## config.mk

```make
export PLATFORM = sky130hd
export DESIGN_NAME = fir_ctrl_flat
export DESIGN_NICKNAME = d
export VERILOG_FILES = /design/src/rtl/fir_ctrl_if.sv /design/src/rtl/fir_ctrl.sv /design/src/flat_wrapper.sv
export SDC_FILE = /design/constraint.sdc
export NUM_CORES = 1
export LEC_CHECK = 0
export ABC_AREA = 1
export CORE_MARGIN = 2
export CORE_UTILIZATION = 30
export DETAILED_ROUTE_END_ITERATION = 12
export PLACE_DENSITY = 0.7
export SETUP_SLACK_MARGIN = 0.4
export SYNTH_ARGS = -nofsm -noshare
export SYNTH_HDL_FRONTEND = slang
export SYNTH_SLANG_ARGS = --single-unit
```

## constraint.sdc

```tcl
create_clock -name axis_clk -period 2.5 [get_ports axis_clk]
set_input_delay 0.5 -clock axis_clk [delete_from_list [all_inputs] [get_ports axis_clk]]
set_output_delay 0.5 -clock axis_clk [all_outputs]
set_load 0.02 [all_outputs]
```

## src/rtl/fir_ctrl_if.sv

```systemverilog
// AXI-lite register channel bundle between a bus master and the FIR controller.
// Purely structural: no timing or storage of its own.
// The master drives valids, addresses, wdata and rready; the slave drives the readies, rvalid and rdata.
interface fir_ctrl_if #(
    parameter int pADDR_WIDTH = 12,
    parameter int pDATA_WIDTH = 32
);
    logic                   awvalid;
    logic                   awready;
    logic [pADDR_WIDTH-1:0] awaddr;
    logic                   wvalid;
    logic                   wready;
    logic [pDATA_WIDTH-1:0] wdata;
    logic                   arvalid;
    logic                   arready;
    logic [pADDR_WIDTH-1:0] araddr;
    logic                   rvalid;
    logic                   rready;
    logic [pDATA_WIDTH-1:0] rdata;

    modport master (
        output awvalid, awaddr, wvalid, wdata, arvalid, araddr, rready,
        input  awready, wready, arready, rvalid, rdata
    );

    modport slave (
        input  awvalid, awaddr, wvalid, wdata, arvalid, araddr, rready,
        output awready, wready, arready, rvalid, rdata
    );
endinterface

```

## src/rtl/fir_ctrl.sv

```systemverilog
// FIR control front end: AXI-lite registers and tap BRAM access, engine start/done handshake.
// Writes commit one cycle after address and data are both latched; register reads give rvalid 1 cycle after accept, tap reads 2.
// aw/w stall while their latch is full; ar stalls outside R_IDLE and during a tap write commit; rdata holds until rready.
module fir_ctrl #(
    parameter int pADDR_WIDTH = 12,
    parameter int pDATA_WIDTH = 32,
    parameter int Tape_Num    = 11
) (
    input  logic                   axis_clk,
    input  logic                   axis_rst_n,
    fir_ctrl_if.slave              axil,
    output logic [3:0]             tap_WE,
    output logic                   tap_EN,
    output logic [pDATA_WIDTH-1:0] tap_Di,
    output logic [pADDR_WIDTH-1:0] tap_A,
    input  logic [pDATA_WIDTH-1:0] tap_Do,
    input  logic                   eng_tap_EN,
    input  logic [pADDR_WIDTH-1:0] eng_tap_A,
    output logic                   eng_start,
    input  logic                   eng_done,
    output logic [pDATA_WIDTH-1:0] data_length
);

    localparam logic [pADDR_WIDTH-1:0] ADDR_CTRL = '0;
    localparam logic [pADDR_WIDTH-1:0] ADDR_LEN  = pADDR_WIDTH'(16);
    localparam logic [pADDR_WIDTH-1:0] TAP_BASE  = pADDR_WIDTH'(32);
    localparam logic [pADDR_WIDTH-1:0] TAP_END   = pADDR_WIDTH'(32 + 4 * Tape_Num);

    typedef enum logic [1:0] {
        R_IDLE,
        R_BRAM,
        R_RESP
    } rd_state_e;

    function automatic logic is_tap(input logic [pADDR_WIDTH-1:0] a);
        return (a >= TAP_BASE) && (a < TAP_END) && (a[1:0] == 2'b00);
    endfunction

    logic                   aw_full_q, aw_full_d;
    logic [pADDR_WIDTH-1:0] awaddr_q, awaddr_d;
    logic                   w_full_q, w_full_d;
    logic [pDATA_WIDTH-1:0] wdata_q, wdata_d;
    logic                   ap_idle_q, ap_idle_d;
    logic                   ap_done_q, ap_done_d;
    logic                   ap_start_q, ap_start_d;
    logic                   eng_start_q, eng_start_d;
    logic [pDATA_WIDTH-1:0] data_length_q, data_length_d;
    rd_state_e              rstate_q, rstate_d;
    logic [pDATA_WIDTH-1:0] rdata_q, rdata_d;
    logic                   rd_ctrl_q, rd_ctrl_d;

    logic                   commit;
    logic                   wr_tap;
    logic                   ar_rdy;
    logic                   ar_hs;
    logic                   rd_tap;
    logic                   r_hs;
    logic [pDATA_WIDTH-1:0] ctrl_word;

    assign commit    = aw_full_q & w_full_q;
    // A tap write commit owns the BRAM port this cycle, so a new read must wait.
    assign wr_tap    = commit & ap_idle_q & is_tap(awaddr_q);
    assign ar_rdy    = (rstate_q == R_IDLE) & ~wr_tap;
    assign ar_hs     = axil.arvalid & ar_rdy;
    assign rd_tap    = ar_hs & ap_idle_q & is_tap(axil.araddr);
    assign r_hs      = (rstate_q == R_RESP) & axil.rready;
    assign ctrl_word = {{(pDATA_WIDTH-3){1'b0}}, ap_idle_q, ap_done_q, ap_start_q};

    // Address and data latches fill independently and drain together on commit.
    always_comb begin
        aw_full_d = aw_full_q;
        awaddr_d  = awaddr_q;
        w_full_d  = w_full_q;
        wdata_d   = wdata_q;
        if (commit) begin
            aw_full_d = 1'b0;
            w_full_d  = 1'b0;
        end else begin
            if (axil.awvalid && !aw_full_q) begin
                aw_full_d = 1'b1;
                awaddr_d  = axil.awaddr;
            end
            if (axil.wvalid && !w_full_q) begin
                w_full_d = 1'b1;
                wdata_d  = axil.wdata;
            end
        end
    end

    always_comb begin
        ap_idle_d     = ap_idle_q;
        ap_done_d     = ap_done_q;
        ap_start_d    = 1'b0;
        eng_start_d   = 1'b0;
        data_length_d = data_length_q;
        if (commit && ap_idle_q) begin
            if (awaddr_q == ADDR_CTRL && wdata_q[0]) begin
                eng_start_d = 1'b1;
                ap_start_d  = 1'b1;
                ap_idle_d   = 1'b0;
                ap_done_d   = 1'b0;
            end else if (awaddr_q == ADDR_LEN) begin
                data_length_d = wdata_q;
            end
        end
        if (r_hs && rd_ctrl_q) begin
            ap_done_d = 1'b0;
        end
        // Completion is applied last so it beats a same-cycle read-clear.
        if (eng_done && !ap_idle_q) begin
            ap_done_d = 1'b1;
            ap_idle_d = 1'b1;
        end
    end

    always_comb begin
        rstate_d  = rstate_q;
        rdata_d   = rdata_q;
        rd_ctrl_d = rd_ctrl_q;
        case (rstate_q)
            R_IDLE: begin
                if (ar_hs) begin
                    rd_ctrl_d = (axil.araddr == ADDR_CTRL);
                    if (rd_tap) begin
                        rstate_d = R_BRAM;
                    end else begin
                        rstate_d = R_RESP;
                        if (axil.araddr == ADDR_CTRL)
                            rdata_d = ctrl_word;
                        else if (axil.araddr == ADDR_LEN)
                            rdata_d = data_length_q;
                        else if (is_tap(axil.araddr))
                            rdata_d = '1;
                        else
                            rdata_d = '0;
                    end
                end
            end
            R_BRAM: begin
                rstate_d = R_RESP;
                rdata_d  = tap_Do;
            end
            R_RESP: begin
                if (axil.rready)
                    rstate_d = R_IDLE;
            end
            default: rstate_d = R_IDLE;
        endcase
    end

    // Tap BRAM port: the engine owns it while busy, AXI-lite otherwise.
    always_comb begin
        tap_EN = 1'b0;
        tap_WE = 4'b0000;
        tap_A  = '0;
        tap_Di = '0;
        if (!ap_idle_q) begin
            tap_EN = eng_tap_EN;
            tap_A  = eng_tap_A;
        end else if (wr_tap) begin
            tap_EN = 1'b1;
            tap_WE = 4'b1111;
            tap_A  = awaddr_q - TAP_BASE;
            tap_Di = wdata_q;
        end else if (rd_tap) begin
            tap_EN = 1'b1;
            tap_A  = axil.araddr - TAP_BASE;
        end
    end

    always_ff @(posedge axis_clk or negedge axis_rst_n) begin
        if (!axis_rst_n) begin
            aw_full_q     <= 1'b0;
            awaddr_q      <= '0;
            w_full_q      <= 1'b0;
            wdata_q       <= '0;
            ap_idle_q     <= 1'b1;
            ap_done_q     <= 1'b0;
            ap_start_q    <= 1'b0;
            eng_start_q   <= 1'b0;
            data_length_q <= '0;
            rstate_q      <= R_IDLE;
            rdata_q       <= '0;
            rd_ctrl_q     <= 1'b0;
        end else begin
            aw_full_q     <= aw_full_d;
            awaddr_q      <= awaddr_d;
            w_full_q      <= w_full_d;
            wdata_q       <= wdata_d;
            ap_idle_q     <= ap_idle_d;
            ap_done_q     <= ap_done_d;
            ap_start_q    <= ap_start_d;
            eng_start_q   <= eng_start_d;
            data_length_q <= data_length_d;
            rstate_q      <= rstate_d;
            rdata_q       <= rdata_d;
            rd_ctrl_q     <= rd_ctrl_d;
        end
    end

    assign axil.awready = ~aw_full_q;
    assign axil.wready  = ~w_full_q;
    assign axil.arready = ar_rdy;
    assign axil.rvalid  = (rstate_q == R_RESP);
    assign axil.rdata   = rdata_q;
    assign eng_start    = eng_start_q;
    assign data_length  = data_length_q;

    a_rdata_hold: assert property (@(posedge axis_clk) disable iff (!axis_rst_n)
        (axil.rvalid && !axil.rready) |=> (axil.rvalid && $stable(axil.rdata)));
    a_start_pulse: assert property (@(posedge axis_clk) disable iff (!axis_rst_n)
        eng_start |=> !eng_start);
    a_we_needs_en: assert property (@(posedge axis_clk) disable iff (!axis_rst_n)
        (tap_WE != 4'b0000) |-> tap_EN);
    a_port_exclusive: assert property (@(posedge axis_clk) disable iff (!axis_rst_n)
        !(wr_tap && rd_tap));

endmodule
```

## src/flat_wrapper.sv

```systemverilog
// flat-port wrapper written by rule: the top's interface ports become plain ports
module fir_ctrl_flat 
#(
    parameter int pADDR_WIDTH = 12,
    parameter int pDATA_WIDTH = 32,
    parameter int Tape_Num    = 11
)
  (axis_clk, axis_rst_n, tap_WE, tap_EN, tap_Di, tap_A, tap_Do, eng_tap_EN, eng_tap_A, eng_start, eng_done, data_length, axil_awvalid, axil_awaddr, axil_wvalid, axil_wdata, axil_arvalid, axil_araddr, axil_rready, axil_awready, axil_wready, axil_arready, axil_rvalid, axil_rdata);
  fir_ctrl_if #(.pADDR_WIDTH(pADDR_WIDTH), .pDATA_WIDTH(pDATA_WIDTH)) axil_i ();
  input  logic axis_clk;
  input  logic axis_rst_n;
  output logic [3:0] tap_WE;
  output logic tap_EN;
  output logic [pDATA_WIDTH-1:0] tap_Di;
  output logic [pADDR_WIDTH-1:0] tap_A;
  input  logic [pDATA_WIDTH-1:0] tap_Do;
  input  logic eng_tap_EN;
  input  logic [pADDR_WIDTH-1:0] eng_tap_A;
  output logic eng_start;
  input  logic eng_done;
  output logic [pDATA_WIDTH-1:0] data_length;
  input wire logic [$bits(axil_i.awvalid)-1:0] axil_awvalid;
  input wire logic [$bits(axil_i.awaddr)-1:0] axil_awaddr;
  input wire logic [$bits(axil_i.wvalid)-1:0] axil_wvalid;
  input wire logic [$bits(axil_i.wdata)-1:0] axil_wdata;
  input wire logic [$bits(axil_i.arvalid)-1:0] axil_arvalid;
  input wire logic [$bits(axil_i.araddr)-1:0] axil_araddr;
  input wire logic [$bits(axil_i.rready)-1:0] axil_rready;
  output wire logic [$bits(axil_i.awready)-1:0] axil_awready;
  output wire logic [$bits(axil_i.wready)-1:0] axil_wready;
  output wire logic [$bits(axil_i.arready)-1:0] axil_arready;
  output wire logic [$bits(axil_i.rvalid)-1:0] axil_rvalid;
  output wire logic [$bits(axil_i.rdata)-1:0] axil_rdata;
  assign axil_i.awvalid = axil_awvalid;
  assign axil_i.awaddr = axil_awaddr;
  assign axil_i.wvalid = axil_wvalid;
  assign axil_i.wdata = axil_wdata;
  assign axil_i.arvalid = axil_arvalid;
  assign axil_i.araddr = axil_araddr;
  assign axil_i.rready = axil_rready;
  assign axil_awready = axil_i.awready;
  assign axil_wready = axil_i.wready;
  assign axil_arready = axil_i.arready;
  assign axil_rvalid = axil_i.rvalid;
  assign axil_rdata = axil_i.rdata;
  fir_ctrl #(.pADDR_WIDTH(pADDR_WIDTH), .pDATA_WIDTH(pDATA_WIDTH), .Tape_Num(Tape_Num)) u_core (.axis_clk(axis_clk), .axis_rst_n(axis_rst_n), .axil(axil_i), .tap_WE(tap_WE), .tap_EN(tap_EN), .tap_Di(tap_Di), .tap_A(tap_A), .tap_Do(tap_Do), .eng_tap_EN(eng_tap_EN), .eng_tap_A(eng_tap_A), .eng_start(eng_start), .eng_done(eng_done), .data_length(data_length));
endmodule
```

==> impl_metrics.tcl, run 1 <==
set metrics [dict create \
    yosysMostFrequentCell "nand2_1" \
    cp-start-kind "flop" \
    clk_latency_ns 0.41 \
    finalClockSkew_ns 0.00647 \
    wl_met1_um 9420 \
    initial_utilization_pct 30.6 \
    synth_common_cells "nand2_1, dfrtp_1, nor2_1, nand3_1, inv_1" \
    hp-class "primary input to asynchronous set/reset pin" \
    dp_hpwl_um 14700 \
    dpl_cell_area_mm2 0.00869 \
    power_uw 6560 \
    port_buffers 225 \
    dp.cells 1291 \
    clock.fmax_mhz 407 \
    ant_nets 0 \
    p_sw_uw 2050 \
    synth.distinct_cells 31 \
    gp_congestion 0.899 \
    nets 1179 \
    cp_max_fo 8 \
    clock_path_buffers 2 \
    wl_met2_um 9340 \
    cts_buffers 17 \
    root_buffer "clkbuf_16" \
    rsz0062_at_grt "yes" \
    clk_pin_slew_ns 0.05 \
    seqPwrFrac_pct 37.2 \
    place_ws_ns -0.458 \
    tightest_slew_ns 0.694 \
    hold_viol 0 \
    die_width_um 145 \
    ir_drop_uv 531 \
    areaGrowthSynthToFinish_pct 60.5 \
    cellPowerDensity_mw_per_mm2 684 \
    htree_num_levels 4 \
    p_leak_uw 0.00495 \
    async_reset_ff_share_pct 100 \
    max-cap-violations 0 \
    p_sw_share_pct 31.3 \
    finalWorstSetupSlack_ns 0.0440 \
    slew_headroom_pct 53.6 \
    drc_errors 0 \
    synth_top_area_share_pct 48.2 \
    clock-sinks 116 \
    synth_nets 922 \
    syn_inst 812 \
    grt_pass1_vias 5903 \
    die_area_mm2 0.0210 \
    utilization_pct 49.1 \
    cts_tree "built" \
    internal-power_uw 4510 \
    drtIter0Drc 314 \
    cts_hold_buf 0 \
    slew_viol_final 0 \
    endpoint_kind "output port" \
    grt_use_total_pct 19.1 \
    num_antenna_cells 0 \
    cp.required_ns 2.00 \
    fp.coreArea_mm2 0.0195 \
    dr.pass1.iters 4 \
    synth.avg_cell_area_um2 7.35 \
    antenna_found_initial 0 \
    top_layer "met4" \
    synth_top_flop_cell "dfrtp_1" \
    grt_start_max_net_pins 65 \
    wl_per_cell_um 15.3 \
    worstSetupPathType "flop to output port" \
    ys_warn_count 0 \
    cp.arrival_ns 1.96 \
    power_frac_comb_pct 25.4 \
    routed-via-count 6165 \
    die_h_um 145 \
    wl_met3_um 989 \
    grt_pass1_wl_um 32000 \
    drive_above_1_share_pct 17.8 \
    drt-vias-per-instance 4.58 \
    wirelength_um 20600 \
    synth_edf_count 0 \
    setup_viol 0 \
    finalNonFillerCells 1347 \
    clkPwrFrac_pct 37.4 \
    grt.overflow.total 0 \
    final_area_mm2 0.00959 \
    synthesis.area_mm2 0.00597 \
    ys_ff_latch 116 \
    design.portCount 226 \
    synthTopCellsByArea "dfrtp_1, nand2_1, nand3_1" \
    seq_area_frac_synth_pct 48.6 \
    rows 51 \
    fin_crit_ns 2.46 \
    yosysTopAreaCell "dfrtp_1" \
    status "finished, final reports clean" \
    final.period_utilization_pct 98.2 \
]
[cells in the final DEF (no fill, tap or decap), types with 9 or more instances in the layout]
cell | Yosys | final
nand2_1 | 264 | 251
nand2_2 | 0 | 9
inv_1 | 71 | 67
nand4_1 | 10 | 10
clkdlybuf4s50_1 | 0 | 159
buf_12 | 0 | 10
dfrtp_1 | 115 | 115
inv_2 | 5 | 9
clkbuf_16 | 0 | 19
nand3_1 | 94 | 89
nor2_1 | 95 | 85
buf_4 | 7 | 72
o21ai_0 | 28 | 26
buf_2 | 9 | 15
a21oi_1 | 41 | 41
o21ai_1 | 11 | 12
[metrics by stage]
step	TNS (ns)	hold WS [ns]
2_1_floorplan	0	0.204
3_3_place_gp	-3.47	0.469
3_5_place_dp	-3.95	0.495
4_1_cts	0	0.0775
5_1_grt	-0.208	0.0868
6_report	0	0.0701
[kinds of logic after synthesis]
group	count (synthesis)	synth area share, %
AOI/OAI and AO/OA	83	7.06
xor gates and xnor gates	4	0.587
adders and majority gates	2	0.419
buffers and inverters	125	8.86
DFF	116	48.6
muxes	4	0.754
and+or+nand+nor	478	33.7
[final timing paths]
check,start,end,slack [ns],depth (start not counted)
min in group axis_clk,u_core.axil.rdata[25]$_DFFE_PN0P_,u_core.axil.rdata[25]$_DFFE_PN0P_,0.50,2
min reg2reg,u_core.axil.rdata[25]$_DFFE_PN0P_,u_core.axil.rdata[25]$_DFFE_PN0P_,0.50,2
max reg2reg,u_core.awaddr_q[9]$_DFFE_PN0P_,u_core.axil.rdata[10]$_DFFE_PN0P_,0.52,12
max,u_core.awaddr_q[9]$_DFFE_PN0P_,tap_A[11],0.04,9
min,axis_rst_n,u_core.awaddr_q[5]$_DFFE_PN0P_,0.07,1
max in group asynchronous,axis_rst_n,u_core.axil.rdata[15]$_DFFE_PN0P_,1.81,2
[metal layers]
layer  track usage, %  vias to the layer above
met2             28.7                      217
met5                0                        -
met1             26.2                     2812
li1                 -                     3081
met4             9.71                        0
met3             3.74                       55
[registers in the layout, indices dropped and copies added (netlist names)]
signal,flops
u_core.rstate_q,2
u_core.ap_idle_q,1
u_core.w_full_q,1
u_core.axil.rdata,32
u_core.data_length,32
u_core.rd_ctrl_q,1
u_core.awaddr_q,12
u_core.ap_done_q,1
u_core.aw_full_q,1
u_core.ap_start_q,1
u_core.wdata_q,32
[critical path, cell delays in order (launching register included)]
cell	delay, ns
dfrtp_1	0.43
nor2_4	0.18
nand2_1	0.08
nor2_2	0.14
nand3_4	0.17
nand3_4	0.13
nor2_4	0.07
nand3_1	0.10
nand3_1	0.11
buf_6	0.15
[repair_timing]
action | CTS | global route
gates cloned | 0 | 2
resized for setup | 254 | 47
setup endpoints to repair | 51 | 80
buffers inserted | 17 | 5
pin swaps | 17 | 20
[area by class of cell]
type / instances / area [um2]
Clock inverter: 12 / 156
Inverter: 77 / 289
Tap cell: 265 / 332
Clock buffer: 20 / 437
Timing Repair Buffer: 286 / 2760
Sequential cell: 116 / 2900
Multi-Input combinational cell: 571 / 2710
Fill cell: 1917 / 9940
[power groups by stage]
stage | Clock, uW | Sequential, uW | Combinational [uW]
2_1_floorplan | 0 | 2430 | 874
3_3_place_gp | 0 | 2440 | 1470
3_5_place_dp | 0 | 2450 | 1510
4_1_cts | 2510 | 2440 | 1620
5_1_grt | 2590 | 2480 | 1860
6_report | 2450 | 2440 | 1670
Note: power is estimated with default switching activity, not from simulation.
==> run 2, diff against run 1 <==
CORE_UTILIZATION = 45   (was 30)
PLACE_DENSITY = 0.94   (was 0.7)
==> impl_metrics.tcl, run 2 (synthesis gave the netlist of run 1 again) <==
set metrics [dict create \
    port_buffers 225 \
    r2r-start "u_core.ap_idle_q$_DFFE_PN1P_" \
    rows 42 \
    ant_nets 0 \
    drtIter0Drc 596 \
    hp-class "primary input to asynchronous set/reset pin" \
    nets 1169 \
    areaGrowthSynthToFinish_pct 57.4 \
    gp_congestion 0.967 \
    setup_viol 0 \
    dp.cells 1199 \
    final.period_utilization_pct 98.4 \
    clk_latency_ns 0.42 \
    wl_per_cell_um 16.5 \
    drt-vias-per-instance 5.27 \
    place_ws_ns -0.509 \
    reg2reg_slack_ns 0.57 \
    final_cell_mix "nand2_1, clkdlybuf4s50_1, dfrtp_1, nor2_1, nand3_1" \
    grt_pass1_wl_um 32200 \
    cellPowerDensity_mw_per_mm2 747 \
    initial_utilization_pct 45.6 \
    rsz0062_at_grt "yes" \
    p_leak_uw 0.00488 \
    cp.required_ns 2.00 \
    dpl_cell_area_mm2 0.00853 \
    die_area_mm2 0.0142 \
    cts_buffers 17 \
    wl_met2_um 9630 \
    antenna_found_initial 0 \
    hold_viol 0 \
    drive_above_1_share_pct 17.0 \
    slew_headroom_pct 51.7 \
    wl_met1_um 8650 \
    fp.coreArea_mm2 0.0131 \
    clock.fmax_mhz 406 \
    die_h_um 119 \
    cts_hold_buf 0 \
    status "finished, final reports clean" \
    cts_tree "built" \
    wl_met3_um 1340 \
    ir_drop_uv 661 \
    num_antenna_cells 0 \
    finalClockSkew_ns 0.00654 \
    dp_hpwl_um 13900 \
    clock-sinks 116 \
    cp-start-kind "primary input" \
    clk_pin_slew_ns 0.05 \
    routed-via-count 6567 \
    finalWorstSetupSlack_ns 0.0395 \
    worstSetupPathType "primary input to output port" \
    die_width_um 119 \
    top_layer "met4" \
    cp_max_fo 8 \
    root_buffer "clkbuf_16" \
    finalNonFillerCells 1247 \
    dr.pass1.iters 5 \
    mostFrequentLayoutCell "nand2_1" \
    htree_num_levels 4 \
    grt_pass1_vias 6214 \
    tightest_slew_ns 0.723 \
    final_area_mm2 0.00940 \
    grt_use_total_pct 29.0 \
    r2r-end "u_core.axil.rdata[11]$_DFFE_PN0P_" \
    fin_tns_setup_ns 0 \
    grt_start_max_net_pins 66 \
    rr_worst_depth 10 \
    grt.overflow.total 0 \
    max-cap-violations 0 \
    wirelength_um 20600 \
    fill_cells 942 \
    slew_viol_final 0 \
    drc_errors 0 \
    fin_crit_ns 2.46 \
    design.portCount 226 \
    endpoint_kind "output port" \
    cp.arrival_ns 1.96 \
    clock_path_buffers 2 \
]
## run 2: worst max path at each step
stage	startpoint	to	slack (ns)	cells after the start
2_1_floorplan	axil_araddr[9]	tap_A[2]	0.43	8
3_3_place_gp	axil_araddr[9]	tap_A[6]	-0.38	9
3_5_place_dp	axil_araddr[6]	tap_A[9]	-0.51	10
4_1_cts	u_core.ap_idle_q$_DFFE_PN1P_	tap_Di[20]	0.08	6
5_1_grt	u_core.awaddr_q[6]$_DFFE_PN0P_	tap_A[9]	-0.05	11
6_report	axil_araddr[11]	tap_A[6]	0.04	9
## run 2: worst max-delay path: stages
cell and delay [ns]:
clkdlybuf4s50_1 0.43, nor2_2 0.12, nand3_1 0.11, nor2_2 0.18, nand2_1 0.14, inv_4 0.14, nand3_2 0.09, nand3_1 0.09
buf_4 0.14
## run 2: layout make-up
class | instances | area [um2] | area share (%)
timing repair buffer | 276 | 2630 | 28.0
sequential | 116 | 2900 | 30.9
tap | 176 | 220 | 2.34
inverter | 77 | 293 | 3.12
clock buffer | 20 | 467 | 4.97
multi-input combinational | 571 | 2690 | 28.6
clock inverter | 11 | 200 | 2.13
## run 2: what timing repair did
action	4_1_cts	5_1_grt
pin swaps	18	7
endpoints found under the setup margin	51	47
setup buffers	13	4
resized for setup	237	33
## run 2: routing by layer
metal,vias up,track usage [%]
li1,3062,-
met1,3068,38.5
met2,358,45.2
met3,79,5.60
met4,0,15.0
met5,-,0
## run 2: power breakdown
group	total (uW)	internal [uW]	leakage (uW)	switching, uW
logic	1830	746	0.00308	1080
registers	2460	2260	0.00148	202
clock network	2730	1850	0.000318	883
total	7020	4850	0.00488	2170
## run 2: through the flow
stage / power, uW / hold slack [ns] / utilization, %
6_report: 7020 / 0.101 / 71.8
5_1_grt: 7310 / 0.145 / 71.8
4_1_cts: 6850 / 0.118 / 71.5
3_5_place_dp: 3960 / 0.494 / 65.2
3_3_place_gp: 3860 / 0.471 / 65.2
2_1_floorplan: 3310 / 0.204 / -
